<file path="config.mk">
export PLATFORM = sky130hd
export DESIGN_NAME = rr_arbiter4
export DESIGN_NICKNAME = d
export VERILOG_FILES = /design/src/rtl/arb_pkg.sv /design/src/rtl/rr_pick4.sv /design/src/rtl/rr_arbiter4.sv
export SDC_FILE = /design/constraint.sdc
export NUM_CORES = 1
export LEC_CHECK = 0
export BUFFER_PORTS_ARGS = -buffer_cell sky130_fd_sc_hd__buf_2
export CAP_MARGIN = 10
export CORE_UTILIZATION = 36
export DETAILED_ROUTE_END_ITERATION = 10
export PLACE_DENSITY = 0.83
export RECOVER_POWER = 25
export SETUP_SLACK_MARGIN = 0.02
export SYNTH_ARGS = -nofsm -noshare
export SYNTH_HDL_FRONTEND = slang
export SYNTH_SLANG_ARGS = --single-unit
</file>
<file path="constraint.sdc">
create_clock -name clk -period 2.13 [get_ports clk]
set_input_delay 0 -clock clk [delete_from_list [all_inputs] [get_ports clk]]
set_output_delay 0 -clock clk [all_outputs]
set_load 0.05 [all_outputs]
</file>
<file path="src/rtl/arb_pkg.sv">
// Shared definitions for the four-way round-robin arbiter: FSM encoding,
// requester count, index width and the default grant-hold limit.
package arb_pkg;

    localparam int N_REQ        = 4;
    localparam int IDX_W        = 2;
    localparam int MAX_HOLD_DEF = 16;

    typedef enum logic {
        IDLE = 1'b0,
        OWN  = 1'b1
    } state_t;

    function automatic logic [N_REQ-1:0] onehot(input logic [IDX_W-1:0] idx);
        return N_REQ'(1) << idx;
    endfunction

endpackage

</file>
<file path="src/rtl/rr_pick4.sv">
// Combinational round-robin search: first set request starting at last+1,
// wrapping round so that `last` itself is considered last.
module rr_pick4
    import arb_pkg::*;
(
    input  logic [N_REQ-1:0] req,
    input  logic [IDX_W-1:0] last,
    output logic             valid,
    output logic [IDX_W-1:0] winner
);

    logic [IDX_W-1:0] cand;

    // Walk from the lowest priority up so the highest-priority hit is written last.
    always_comb begin
        valid  = 1'b0;
        winner = last;
        cand   = last;
        for (int k = N_REQ; k >= 1; k--) begin
            cand   = last + IDX_W'(k);
            valid  = valid | req[cand];
            winner = req[cand] ? cand : winner;
        end
    end

endmodule

</file>
<file path="src/rtl/rr_arbiter4.sv">
// Four-requester round-robin arbiter holding each grant for a whole transaction.
// Optional grant-hold preemption is built when ARB_HOLD_LIMIT_EN is defined.
module rr_arbiter4
    import arb_pkg::*;
#(
    parameter int DATA_W   = 32,
    parameter int MAX_HOLD = MAX_HOLD_DEF
)(
    input  logic              clk,
    input  logic              rst_n,
    input  logic [N_REQ-1:0]  req,
    input  logic [DATA_W-1:0] a_data,
    input  logic [DATA_W-1:0] b_data,
    input  logic [DATA_W-1:0] c_data,
    input  logic [DATA_W-1:0] d_data,
    input  logic              done,
    output logic [N_REQ-1:0]  grant,
    output logic [IDX_W-1:0]  index,
    output logic              busy,
    output logic [DATA_W-1:0] data_out
);

    if ((MAX_HOLD < 2) || (MAX_HOLD > 255)) begin : g_bad_max_hold
        $error("rr_arbiter4: MAX_HOLD must lie in 2..255");
    end

    state_t           state_r, state_nx;
    logic [N_REQ-1:0] grant_r, grant_nx;
    logic [IDX_W-1:0] index_r, index_nx;
    logic             busy_r, busy_nx;
    logic [IDX_W-1:0] last_r, last_nx;
    logic             new_grant_s;
    logic             forced_s;
    logic             release_s;
    logic [N_REQ-1:0] pick_req_s;
    logic             pick_valid_s;
    logic [IDX_W-1:0] pick_idx_s;

    // While owning, the owner is excluded so a release hands over without a bubble.
    assign pick_req_s = (state_r == OWN) ? (req & ~grant_r) : req;
    assign release_s  = done | ~req[index_r] | forced_s;

    rr_pick4 u_pick (
        .req    (pick_req_s),
        .last   (last_r),
        .valid  (pick_valid_s),
        .winner (pick_idx_s)
    );

`ifdef ARB_HOLD_LIMIT_EN
    logic [7:0] hold_cnt_r;

    // Hold counter: cleared on each new grant, saturates at MAX_HOLD-1.
    always_ff @(posedge clk or negedge rst_n) begin
        if (!rst_n) begin
            hold_cnt_r <= 8'd0;
        end else if (new_grant_s) begin
            hold_cnt_r <= 8'd0;
        end else if ((state_r == OWN) && (hold_cnt_r != 8'(MAX_HOLD - 1))) begin
            hold_cnt_r <= hold_cnt_r + 8'd1;
        end else begin
            hold_cnt_r <= hold_cnt_r;
        end
    end

    assign forced_s = (hold_cnt_r == 8'(MAX_HOLD - 1)) & pick_valid_s;
`else
    assign forced_s = 1'b0;
`endif

    // State and registered outputs.
    always_ff @(posedge clk or negedge rst_n) begin
        if (!rst_n) begin
            state_r <= IDLE;
            grant_r <= {N_REQ{1'b0}};
            index_r <= {IDX_W{1'b0}};
            busy_r  <= 1'b0;
            last_r  <= IDX_W'(N_REQ - 1);
        end else begin
            state_r <= state_nx;
            grant_r <= grant_nx;
            index_r <= index_nx;
            busy_r  <= busy_nx;
            last_r  <= last_nx;
        end
    end

    // Next-state decision.
    always_comb begin
        state_nx = state_r;
        case (state_r)
            IDLE: state_nx = pick_valid_s ? OWN : IDLE;
            OWN:  state_nx = (release_s && !pick_valid_s) ? IDLE : OWN;
            default: state_nx = IDLE;
        endcase
    end

    // Next grant/index/busy/pointer values.
    always_comb begin
        grant_nx    = grant_r;
        index_nx    = index_r;
        busy_nx     = busy_r;
        last_nx     = last_r;
        new_grant_s = 1'b0;
        case (state_r)
            IDLE: new_grant_s = pick_valid_s;
            OWN:  new_grant_s = release_s & pick_valid_s;
            default: new_grant_s = 1'b0;
        endcase
        if (new_grant_s) begin
            grant_nx = onehot(pick_idx_s);
            index_nx = pick_idx_s;
            busy_nx  = 1'b1;
            last_nx  = pick_idx_s;
        end else if ((state_r != OWN) || release_s) begin
            grant_nx = {N_REQ{1'b0}};
            busy_nx  = 1'b0;
        end else begin
            grant_nx = grant_r;
        end
    end

    // Operand mux; forced to zero while idle.
    always_comb begin
        data_out = {DATA_W{1'b0}};
        if (busy_r) begin
            case (index_r)
                2'd0:    data_out = a_data;
                2'd1:    data_out = b_data;
                2'd2:    data_out = c_data;
                2'd3:    data_out = d_data;
                default: data_out = {DATA_W{1'b0}};
            endcase
        end else begin
            data_out = {DATA_W{1'b0}};
        end
    end

    assign grant = grant_r;
    assign index = index_r;
    assign busy  = busy_r;

endmodule

</file>
# Word level (Yosys, flattened, before mapping)
# Index checks and enable logic that the tools add are counted.
# Widths: inputs -> output; s select.
# totals
register_bits,10
input_bits,135
output_inout_bits,39
wordCells,55
# op_classes
add_sub_neg,3
order_cmp,5
n_eq_ne,3
shift,1
mux,24
bitwise,9
n_reduce_logical,5
# ops
op,count
$pmux 32 s4,1
$mux 32,1
$lt 2x3->1 const B,5
$mux 4,3
$bmux 1 s2,5
$mux 1,9
$mux 2,3
$add 2x2->2 const B,2
$and 4x4->4,1
$eq 2x2->1 const B,2
$not 4->4,1
$or 1x1->1,4
$pmux 1 s2,2
$shl 1x2->4 const A,1
$add 2x1->2 const B,1
$eq 2x1->1 const B,1
$logic_not 2->1,1
$not 1->1,2
$reduce_bool 2->1,1
$and 1x1->1,1
$logic_and 1x1->1,1
$logic_not 1->1,1
$logic_or 1x1->1,1

# Depth between registers and ports, before layout
# Gate-level depths: netlist (run 1).
# depth
ltp_word,12
depth_mapped,6
mapped_depth_nobuf,5

# Cells and area by module
# A second synthesis (run 1) with hierarchy kept.
# hier_totals
cells_unflattened,128
area_unflattened_um2,1580.3
# modules_own_cells
module,instances,cells_each,area_each_um2,seq_area_each_um2
rr_arbiter4,1,114,1497.7,252.7
rr_pick4,1,14,82.6,0.0

# Worst setup path before layout (run 1)
# No wires, ideal clock.
# synth_path
kind,register to output
start,register index_r[0] (netlist: index[0])
end,output data_out[10]
arrival_time_ns,2.131
required_time_ns,2.130
setup_slack_ns,-0.001
stages_incl_launch_ff,5
path_buffers,2
path_cell_list,dfrtp_1 > clkbuf_1 > buf_2 > mux4_2 > and2_1
# synth_between
elab_chain_cells,3
elab_cells_between_ends,6
classes_between,3 x eq/ne; 2 x mux; 1 x reduce/logical
# synth_lines
element,line_no,source
start: declaration,rr_arbiter4.sv:29,"logic [IDX_W-1:0] index_r, index_nx;"
start signal: assignment,rr_arbiter4.sv:76,index_r <= {IDX_W{1'b0}};
start signal: assignment,rr_arbiter4.sv:82,index_r <= index_nx;
"$eq 2x2->1, or another cell as far along",rr_arbiter4.sv:127,case (index_r)
$pmux 32 s4 *,rr_arbiter4.sv:127,
$mux 32 *,rr_arbiter4.sv:126,if (busy_r) begin
end: declaration,rr_arbiter4.sv:20,output logic [DATA_W-1:0] data_out
# Every way passes the cells marked *; elsewhere a longest branch is shown, timed or not.

# Final worst setup path (run 1)
# layout_path
start,register state_r
end,register grant_r[0] (netlist: grant[0])
# layout_between
elab_chain_cells,9
elab_cells_between_ends,22
classes_between,1 x shift; 14 x mux; 5 x bitwise; 2 x reduce/logical
# layout_lines
element,line_no,source
start: declaration,rr_arbiter4.sv:27,"state_t state_r, state_nx;"
start signal: assignment,rr_arbiter4.sv:80,state_r <= state_nx;
$mux 4,rr_arbiter4.sv:40,assign pick_req_s = (state_r == OWN) ? (req & ~grant_r) : req;
$bmux 1 s2 (on tied branches),"rr_pick4.sv:21, rr_pick4.sv:22",
$mux 1 (on tied branches),"rr_pick4.sv:21, rr_pick4.sv:22",
$or 1x1->1 (3 in a row),rr_pick4.sv:21,valid = valid | req[cand];
$and 1x1->1,rr_arbiter4.sv:107,OWN: new_grant_s = release_s & pick_valid_s;
$pmux 1 s2,rr_arbiter4.sv:105,case (state_r)
$mux 4 or $reduce_bool 2->1 (tied branches),n/a,
end signal: assignment,rr_arbiter4.sv:75,grant_r <= {N_REQ{1'b0}};
end signal: assignment,rr_arbiter4.sv:81,grant_r <= grant_nx;
end: declaration,rr_arbiter4.sv:28,"logic [N_REQ-1:0] grant_r, grant_nx;"
# Several ways; a longest one is shown, not always the timed one. The select of a mux whose other input is x is not followed.
# A chain may end at the register's enable or synchronous reset.

==> impl_results.md, run 1 <==
* Met3 usage at 0.05233
* Post-synth top area share at 0.4548
* First-pass GRT wire length at 9701 um
* Detail Placement HPWL at 5035 um
* Most Crowded Layer GR: met2
* Grt ovf at 0
* Crit Path Max Fanout at 13
* Hold path depth at 3
* Synth cell count leaders: mux4_2 (33), and2_1 (32)
* Worst Max-Slew Pin Slew at 0.6096 ns
* Largest net degree at the start of global routing at 35
* # H-tree levels at 1
* WS Path Type: reg2reg
* Final setup viols at 0
* Post-synthesis register bit count at 10
* Num ports at 174
* Cell type with the largest total area after synthesis: mux4_2
* Starting DRT DRC Count at 129
* Die area at 0.004812 mm^2
* Post-CTS setup buffer count at 0
* Wire length per cell at 16.87 um
* Total track usage at 0.2509
* Outcome: finished, final reports clean
* Post-synth EDFFs at 0
* WP data arrival at 2.02 ns
* Met2 Use GR at 0.4488
* Startpoint types: register
* RSZ-0062 raised after global routing: no
* Post-synthesis sequential area ratio at 0.1547
* Pre-CTS setup slack at 0.3121 ns
* Met1 global-route usage at 0.3081
* Fin crit share at 0.8729
* Vias in the first global route at 2036
* Nets at 449
* Syn Area/Cell at 11.27 um^2
* Core Rows at 24
* Drt drc at 0
* CTS tree: done
* Worst Hold Class: in2reg
* Area Growth Syn to Fin at 59.19%
* Via-per-instance ratio at 5.490
* Setup TNS at 0 ns
* Post-Route Skew at 0.004183 ns
* Final hold vios at 0
* Die Span Y at 69.37 um
* Final WS setup at 0.2708 ns
* Maxcap violations at 0
* Fmax at 537.9 MHz
* Cts bufs inserted at 3
* Fraction of layout cells with a size suffix above 1 at 0.6965
* CTS sink count at 10
* Post-synth ARST share at 1.000
* Post-Syn Area at 0.001634 mm^2
* Syn_nets at 280
* Starting Density at 0.3753
* R2R cell count at 5
* Die X-Extent at 69.37 um
* Synthesis Warnings at 0
* PwrDens at 1770 mW/mm^2
* Resize count post-CTS at 0
* Yosys cell types at 32
* Count leader, synth: mux4_2
* Fillcell total at 386
* Routed vias at 2004
* Syn Inst Count at 145
* GPL Wtd Cong at 0.9566
* Worst EP required at 2.29 ns
* CP Capture Type: register
* CTS root buffer: clkbuf_8
* Initial antenna violation count at 0
* IR drop worst, VDD at 1.065 mV
* Remaining antenna violation count at 0
* Buffer levels on the longest clock path at 2
* Final Routed Wirelength at 6157 um
* Ranking of synthesized cells by area: mux4_2 (45%), and2_1 (12%), dfrtp_1 (12%)
* Core Box Area at 0.004354 mm^2
* Static Leakage at 1.273 nW
* Buffers on Ports at 173
* Ant diodes at 0
* Skew-Pair Late Insertion Delay at 0.24 ns
* Reg clk slew, reported paths at 0.05 ns
* Final Max Tran Viols at 0
* Slew HR at 0.5954
* Final worst path period need at 1.859 ns
* Pre-Repair DR Iteration Count at 4
* Main synth FF type: dfrtp_1
## layout make-up
type | instances | area (um^2) | area share
flip-flops and latches | 10 | 254.0 | 0.09764
inverters | 4 | 15.01 | 0.005772
multi-input cells | 117 | 1300 | 0.4998
repair buffers | 178 | 912.1 | 0.3507
well taps | 52 | 65.06 | 0.02501
clock buffers | 4 | 55.05 | 0.02116
## power by group
group	switching, mW	total [mW]	internal, mW
logic	2.55	3.94	1.39
registers	0.136	0.425	0.289
clock network	0.0780	0.241	0.163
total	2.76	4.60	1.84
## state kept, by name, summed over array words and instances (netlist names)
name	cells
index	2
grant	4
last_r	2
busy	1
state_r	1
## cell usage in the layout (no fill, tap or decap)
| cell | instances |
|---|---|
| buf_2 | 168 |
| mux4_2 | 33 |
| and2_1 | 32 |
| nand2_1 | 8 |
| a21oi_1 | 8 |
| dfrtp_1 | 7 |
| clkbuf_1 | 5 |
| nor2_1 | 4 |
| nand2b_1 | 4 |
| inv_1 | 4 |
| clkbuf_8 | 4 |
| o21ai_0 | 3 |
| o2bb2ai_1 | 3 |
| nor3_1 | 3 |
| buf_4 | 3 |
| nand3_1 | 2 |
| o32ai_1 | 2 |
| dfstp_2 | 2 |
| nand3b_4 | 1 |
| a21boi_0 | 1 |
| a21o_1 | 1 |
| o211ai_2 | 1 |
| o21ai_4 | 1 |
| mux2_2 | 1 |
| a22oi_1 | 1 |
| o21bai_1 | 1 |
| a32o_1 | 1 |
| a32oi_1 | 1 |
| a211oi_1 | 1 |
| a21bo_2 | 1 |
| nor4_4 | 1 |
| or2b_1 | 1 |
| o21a_1 | 1 |
| dlygate4sd3_1 | 1 |
| dfrtp_2 | 1 |
| buf_12 | 1 |
## final timing paths
kind / from / slack, ns / end
max: state_r / 0.27 / grant[0]
min: done / 0.12 / state_r
max reg2reg: state_r / 0.27 / grant[0]
min reg2reg: last_r[1] / 0.55 / last_r[1]
max in group asynchronous: rst_n / 1.46 / index[0]
min in group asynchronous: rst_n / 0.26 / state_r
## through the flow
step	util	power, mW	cell area, um^2	hold WS, ns	instances
after floorplan	-	3.553	1635	-0.2956	145
after global placement	0.5839	4.321	2542	-0.1308	360
after detailed placement	0.5839	4.369	2542	-0.1241	360
after CTS	0.5989	4.630	2608	0.1277	365
after global routing	0.5974	4.846	2601	0.1364	365
final	0.5974	4.605	2601	0.1250	365
## routing by layer
layer,up-vias,wire (um)
li1,905,-
met1,964,2302
met2,123,3215
met3,12,527
met4,0,112
met5,-,0
## what timing repair did
item / in CTS / in global routing
hold endpoints to repair: 10 / 0
hold buffers: 1 / 0
endpoints found under the setup margin: 0 / 0
## worst max-delay path, stage by stage (launching register included)
cell,delay (ns)
dfrtp_1,0.54
a21boi_0,0.33
a21o_1,0.22
o21ai_4,0.14
nor4_4,0.39
o2bb2ai_1,0.15
## kinds of logic after synthesis
| group | share of synthesized area |
|---|---|
| buffers and inverters | 0.04977 |
| DFF | 0.1547 |
| muxes | 0.4617 |
| AOI/OAI and AO/OA | 0.1233 |
| and+or+nand+nor | 0.2106 |
Power figures use the tool's default switching activity.
==> run 2, diff against run 1 <==
- ABC_AREA: default -> 1
- CORE_UTILIZATION: 36 -> 34
- PLACE_DENSITY: 0.83 -> 0.81
==> run 2 against run 1 <==
  * Highest routed layer unchanged
  * Register-to-register slack improved by 0.23 ns
  * Fmax down 1.0%
  * Total power rose by 17%
  * Die area is 0.66% lower
==> impl_results.md, run 2 <==
* Core Rows at 24 (unchanged)
* Initial antenna violation count at 0 (unchanged)
* Post-synth EDFFs at 0 (unchanged)
* Worst reg2reg setup slack at 0.50 ns (was 0.27 ns)
* Vias in the first global route at 2347 (was 2036)
* Synthesis Warnings at 0 (unchanged)
* Die Span Y at 69.14 um (was 69.37 um)
* Fraction of layout cells with a size suffix above 1 at 0.5122 (was 0.6965)
* Reg clk slew, reported paths at 0.05 ns (about the same)
* Critical Path End: data_out[9] (was grant[0])
* Cts bufs inserted at 3 (unchanged)
* Worst r2r dst: index[1] (was grant[0])
* Post-synthesis sequential area ratio at 0.1649 (was 0.1547)
* Syn Area/Cell at 5.494 um^2 (was 11.27 um^2)
* Post-synth top area share at 0.4261 (was 0.4548)
* Placed Instances at 497 (was 360)
* Tot Pwr at 5.395 mW (was 4.605 mW)
* Pre-Repair DR Iteration Count at 4 (unchanged)
* CP Launch Point: index[1] (was state_r)
* Area Growth Syn to Fin at 80.24% (was 59.19%)
* Core Box Area at 0.004354 mm^2 (unchanged)
* Final worst path period need at 1.879 ns (was 1.859 ns)
* Core Util, Final at 0.6345 (was 0.5974)
* Nets at 586 (was 449)
* Cts hold-fix bufs at 1 (unchanged)
* WS Path Type: reg2out (was reg2reg)
* Detail Placement HPWL at 5211 um (was 5035 um)
* Synth cell count leaders: nand2_1 (174), a41oi_1 (32), nand3_1 (18) (was mux4_2 (33), and2_1 (32))
* CTS tree: done (unchanged)
* Fmax at 532.2 MHz (was 537.9 MHz)
* CTS root buffer: clkbuf_8 (unchanged)
* Main synth FF type: dfrtp_1 (unchanged)
* Slew HR at 0.6088 (was 0.5954)
* Yosys cell types at 19 (was 32)
* Critical path's slowest cell: dfrtp_1 (unchanged)
* Final Routed Wirelength at 6510 um (was 6157 um)
* Total track usage at 0.2713 (was 0.2509)
* Die area at 0.004780 mm^2 (was 0.004812 mm^2)
* Skew-Pair Late Insertion Delay at 0.24 ns (about the same)
* Final hold vios at 0 (unchanged)
* Largest net degree at the start of global routing at 30 (was 35)
* Non-Filler Instances at 501 (was 365)
* FF-to-FF Start: last_r[0] (was state_r)
* Most frequent cells in the layout: nand2_1 (174), buf_2 (167), a41oi_2 (31) (was buf_2 (168), mux4_2 (33), and2_1 (32))
* Worst Hold Class: in2async (was in2reg)
* Cell type with the largest total area after synthesis: nand2_1 (was mux4_2)
* Post-CTS setup buffer count at 0 (unchanged)
* Static Leakage at 1.374 nW (was 1.273 nW)
* Wire length per cell at 12.99 um (was 16.87 um)
* Post-synthesis register bit count at 10 (unchanged)
* WP data arrival at 1.88 ns (was 2.02 ns)
* Most common cell after layout, fill and taps aside: nand2_1 (was buf_2)
* IR drop worst, VDD at 0.9441 mV (was 1.065 mV)
* Count leader, synth: nand2_1 (was mux4_2)
* CTS sink count at 10 (unchanged)
* Post-Syn Area at 0.001533 mm^2 (was 0.001634 mm^2)
* Worst path max stage delay at 0.44 ns (was 0.54 ns)
* R2R cell count at 9 (was 5)
* Startpoint types: register (unchanged)
* Num ports at 174 (unchanged)
* Worst EP required at 2.13 ns (was 2.29 ns)
* WHS at 0.2354 ns (was 0.1250 ns)
* RSZ-0062 raised after global routing: no (unchanged)
* Post-Route Skew at 0.002256 ns (was 0.004183 ns)
* Worst Max-Slew Pin Slew at 0.5893 ns (was 0.6096 ns)
* Ranking of synthesized cells by area: nand2_1 (43%), a41oi_1 (18%), dfrtp_1 (13%) (was mux4_2 (45%), and2_1 (12%), dfrtp_1 (12%))
* CP Capture Type: output port (was register)
* Crit Path Max Fanout at 21 (was 13)
* PwrDens at 1953 mW/mm^2 (was 1770 mW/mm^2)
* Outcome: finished, final reports clean (unchanged)
* Via-per-instance ratio at 4.984 (was 5.490)
* Grt ovf at 0 (unchanged)
* First-pass GRT wire length at 10750 um (was 9701 um)
* Starting DRT DRC Count at 108 (was 129)
* Fin crit share at 0.8821 (was 0.8729)
* Crit-path cells: inv_2 > nor2_2 > buf_4 > nand2_1 > a41oi_2 > buf_2 (was a21boi_0 > a21o_1 > o21ai_4 > nor4_4 > o2bb2ai_1)
* Final setup viols at 0 (unchanged)
* Maxcap violations at 0 (unchanged)
* Remaining antenna violation count at 0 (unchanged)
* Buffers on Ports at 173 (unchanged)
* Syn_nets at 414 (was 280)
* Buffer levels on the longest clock path at 2 (unchanged)
* Final Max Tran Viols at 0 (unchanged)
* Die X-Extent at 69.14 um (was 69.37 um)
* Drt drc at 0 (unchanged)
* Max reg flops at 4 (unchanged)
* Starting Density at 0.3520 (was 0.3753)
* Resize count post-CTS at 0 (unchanged)
* # H-tree levels at 1 (unchanged)
* Ant diodes at 0 (unchanged)
* GPL Wtd Cong at 0.8576 (was 0.9566)
* Routed vias at 2497 (was 2004)
* Setup TNS at 0 ns (unchanged)
* Syn Inst Count at 279 (was 145)
* Post-synth ARST share at 1.000 (unchanged)
==> run 2: changes by cell type in the layout (fill, tap and decap cells not counted), sizes merged, moves of 2 or more <==
| cell | previous run | this run |
|---|---|---|
| a21oi | 8 | 0 |
| a41oi | 0 | 32 |
| and2 | 32 | 0 |
| buf | 172 | 177 |
| inv | 4 | 10 |
| mux4 | 33 | 0 |
| nand2 | 8 | 177 |
| nand2b | 4 | 0 |
| nand3 | 2 | 18 |
| nor2 | 4 | 8 |
| nor3 | 3 | 0 |
| o2bb2ai | 3 | 0 |
| o32ai | 2 | 0 |
==> run 2: how the worst min path moves through the flow <==
| stage | startpoint | end | slack (ns) |
|---|---|---|---|
| 5_1_grt | done | state_r | 0.27 |
| 4_1_cts | rst_n | grant[0] | 0.15 |
| 3_5_place_dp | rst_n | grant[0] | -0.13 |
| 2_1_floorplan | rst_n | busy | -0.30 |
| 3_3_place_gp | rst_n | grant[0] | -0.14 |
| 6_report | rst_n | grant[0] | 0.24 |
==> run 2: report_power, final <==
group          switching (mW)  internal (mW)  leakage [nW]
logic                    3.44           1.36          1.24
registers               0.106          0.297         0.117
clock network          0.0744          0.124        0.0216
==> run 2: logic make-up after synthesis <==
group | Yosys count | share of synthesized area
buf+inv | 27 | 0.07184
simple gates | 203 | 0.5510
flops | 10 | 0.1649
compound gates | 39 | 0.2123
==> run 2: final cells by class <==
type / count / area, um^2
timing repair buffer: 183 / 952.2
inverter: 11 / 46.29
tap: 52 / 65.06
clock buffer: 3 / 41.29
multi-input combinational: 242 / 1405
sequential: 10 / 252.7
fill: 428 / 1592
==> run 2: routing by layer <==
metal / vias up / part of all wire / track usage
met4: 0 / 0.010 / 0.06576
met3: 10 / 0.086 / 0.06579
li1: 1280 / - / -
met2: 116 / 0.48 / 0.4423
met5: - / 0 / 0
met1: 1091 / 0.43 / 0.3585
==> run 2: per-stage QoR <==
stage	worst slack, ns	area [um^2]
2_1_floorplan	0.2028	1765
3_3_place_gp	0.5073	2718
3_5_place_dp	0.5055	2718
4_1_cts	0.2430	2769
5_1_grt	0.1011	2763
6_report	0.2511	2763
==> run 2: critical path, delay by kind of cell (launching register included) <==
kind            cells  cell delay (ns)
flops               1             0.44
compound gates      1             0.15
buf+inv             3             0.67
simple gates        2             0.38
==> run 3, diff against run 2 <==
- CELL_PAD_IN_SITES_DETAIL_PLACEMENT: default -> 1
- CELL_PAD_IN_SITES_GLOBAL_PLACEMENT: default -> 1
- CORE_UTILIZATION: 34 -> 20
- PLACE_DENSITY: 0.81 -> default
- PLACE_DENSITY_LB_ADDON: default -> 0.1
==> run 3 against run 2 <==
  * Non-clock buffer count down 3
  * Sequential share of layout area down 0.15 points
  * Critical path depth unchanged
  * Clock power down 4%
  * Sequential cell count unchanged
  * Largest power group unchanged
  * Register-to-register slack worse by 0.04 ns
  * First-iteration DRC count down 78%
  * Final cell count up 8.8%
==> impl_results.md, run 3 (synthesized netlist as in run 2, its figures left out) <==
* Worst EP required at 2.13 ns (about the same)
* Total track usage at 0.1899 (was 0.2713)
* FF+latch area at 252.7 um^2 (unchanged)
* Final setup viols at 0 (unchanged)
* Most frequent cells in the layout: nand2_1 (174), buf_2 (168), a41oi_2 (31) (was nand2_1 (174), buf_2 (167), a41oi_2 (31))
* RSZ-0062 raised after global routing: no (unchanged)
* CP Capture Type: output port (unchanged)
* Crit Path Max Fanout at 27 (was 21)
* Vias in the first global route at 2498 (was 2347)
* Via-per-instance ratio at 4.613 (was 4.984)
* WHS at 0.2637 ns (was 0.2354 ns)
* Final Routed Wirelength at 8177 um (was 6510 um)
* Core Util, Final at 0.3832 (was 0.6345)
* Outcome: finished, final reports clean (unchanged)
* Buffer levels on the longest clock path at 2 (unchanged)
* Maxcap violations at 0 (unchanged)
* Die Span Y at 89.54 um (was 69.14 um)
* Post-Route Skew at 0.0009859 ns (was 0.002256 ns)
* GPL Wtd Cong at 0.7627 (was 0.8576)
* Setup TNS at 0 ns (unchanged)
* Die X-Extent at 89.54 um (was 69.14 um)
* Pre-CTS setup slack at 0.4344 ns (was 0.5055 ns)
* Skew-Pair Late Insertion Delay at 0.23 ns (was 0.24 ns)
* Wire length per cell at 15.00 um (was 12.99 um)
* Die area at 0.008017 mm^2 (was 0.004780 mm^2)
* First-pass GRT wire length at 11870 um (was 10750 um)
* Cts bufs inserted at 3 (unchanged)
* Ant diodes at 0 (unchanged)
* Fin crit share at 0.8903 (was 0.8821)
* Starting Density at 0.2091 (was 0.3520)
* Largest net degree at the start of global routing at 33 (was 30)
* # H-tree levels at 1 (unchanged)
* Remaining antenna violation count at 0 (unchanged)
* Worst Hold Class: in2async (unchanged)
* CTS root buffer: clkbuf_8 (unchanged)
* Grt ovf at 0 (unchanged)
* Final hold vios at 0 (unchanged)
* Slew HR at 0.3961 (was 0.6088)
* Resize count post-CTS at 0 (unchanged)
* Final Max Tran Viols at 0 (unchanged)
* Drt drc at 0 (unchanged)
* Multi-input gate area in the final layout at 0.001405 mm^2 (unchanged)
* Most common cell after layout, fill and taps aside: nand2_1 (unchanged)
* Detail Placement HPWL at 6776 um (was 5211 um)
* Buffers on Ports at 173 (unchanged)
* Final worst path period need at 1.896 ns (was 1.879 ns)
* PwrDens at 1936 mW/mm^2 (was 1953 mW/mm^2)
* Max reg flops at 4 (unchanged)
* WS Path Type: reg2out (unchanged)
* CTS tree: done (unchanged)
* IR drop worst, VDD at 0.6291 mV (was 0.9441 mV)
* CTS sink count at 10 (unchanged)
* Final WS setup at 0.2337 ns (was 0.2511 ns)
* Core Rows at 31 (was 24)
* Core Box Area at 0.007331 mm^2 (was 0.004354 mm^2)
* Startpoint types: register (unchanged)
* Nets at 583 (was 586)
* Pre-Repair DR Iteration Count at 4 (unchanged)
* Initial antenna violation count at 0 (unchanged)
* WP data arrival at 1.90 ns (was 1.88 ns)
* Area Growth Syn to Fin at 83.27% (was 80.24%)
* Routed vias at 2514 (was 2497)
* Starting DRT DRC Count at 24 (was 108)
* Fraction of layout cells with a size suffix above 1 at 0.5112 (was 0.5122)
* Reg clk slew, reported paths at 0.04 ns (was 0.05 ns)
* Fillcell total at 1017 (was 428)
* Worst Max-Slew Pin Slew at 0.9045 ns (was 0.5893 ns)
* Static Leakage at 1.368 nW (was 1.374 nW)
* Fmax at 527.4 MHz (was 532.2 MHz)
* Num ports at 174 (unchanged)
-- run 3: changes by cell type in the layout (fill, tap and decap cells not counted) --
cell / previous run / this run
buf_12: 1 / 2
buf_2: 167 / 168
buf_4: 9 / 4
inv_2: 5 / 6
clkinv_1: 1 / 0
-- run 3: worst max-delay path, cell delays in order (launching register included) --
cell	delay, ns
dfrtp_1	0.42
inv_1	0.09
nor2_2	0.34
buf_12	0.23
nand2_1	0.08
a41oi_2	0.18
buf_2	0.30
-- run 3: area by class of cell --
cell class,count,share of cell area
inverters,11,0.01648
flip-flops and latches,10,0.08998
well taps,99,0.04410
multi-input cells,242,0.5002
clock buffers,3,0.01470
repair buffers,180,0.3345
-- run 3: metal layers --
metal,GRT usage,routed length (um)
met1,0.2115,3148
met2,0.3691,4226
met3,0.04709,744
met4,0.02309,57
met5,0,0
-- run 3: power by group --
group,leakage [nW],total [mW],switching [mW],internal [mW]
combinational,1.23,4.84,3.51,1.33
clock,0.0216,0.190,0.0667,0.123
sequential,0.117,0.411,0.113,0.297
-- run 3: per-stage QoR --
step	power [mW]	area, um^2	instances
6_report	5.438	2809	545
3_5_place_dp	5.329	2764	541
5_1_grt	5.855	2809	545
3_3_place_gp	5.292	2764	541
4_1_cts	5.534	2815	545
2_1_floorplan	4.118	1765	279
-- run 3: final timing paths --
kind / from / endpoint / slack, ns / depth (start not counted)
max: index[0] / data_out[27] / 0.23 / 6
min in group clk: done / grant[0] / 0.27 / 6
max reg2reg: index[0] / busy / 0.46 / 7
min reg2reg: grant[3] / grant[3] / 0.52 / 2
max in group asynchronous: rst_n / last_r[0] / 1.50 / 2
min: rst_n / grant[2] / 0.26 / 2
-- run 3: repair_timing --
item,4_1_cts,5_1_grt
setup buffers,0,0
hold buffers,1,0
hold endpoints to repair,10,0
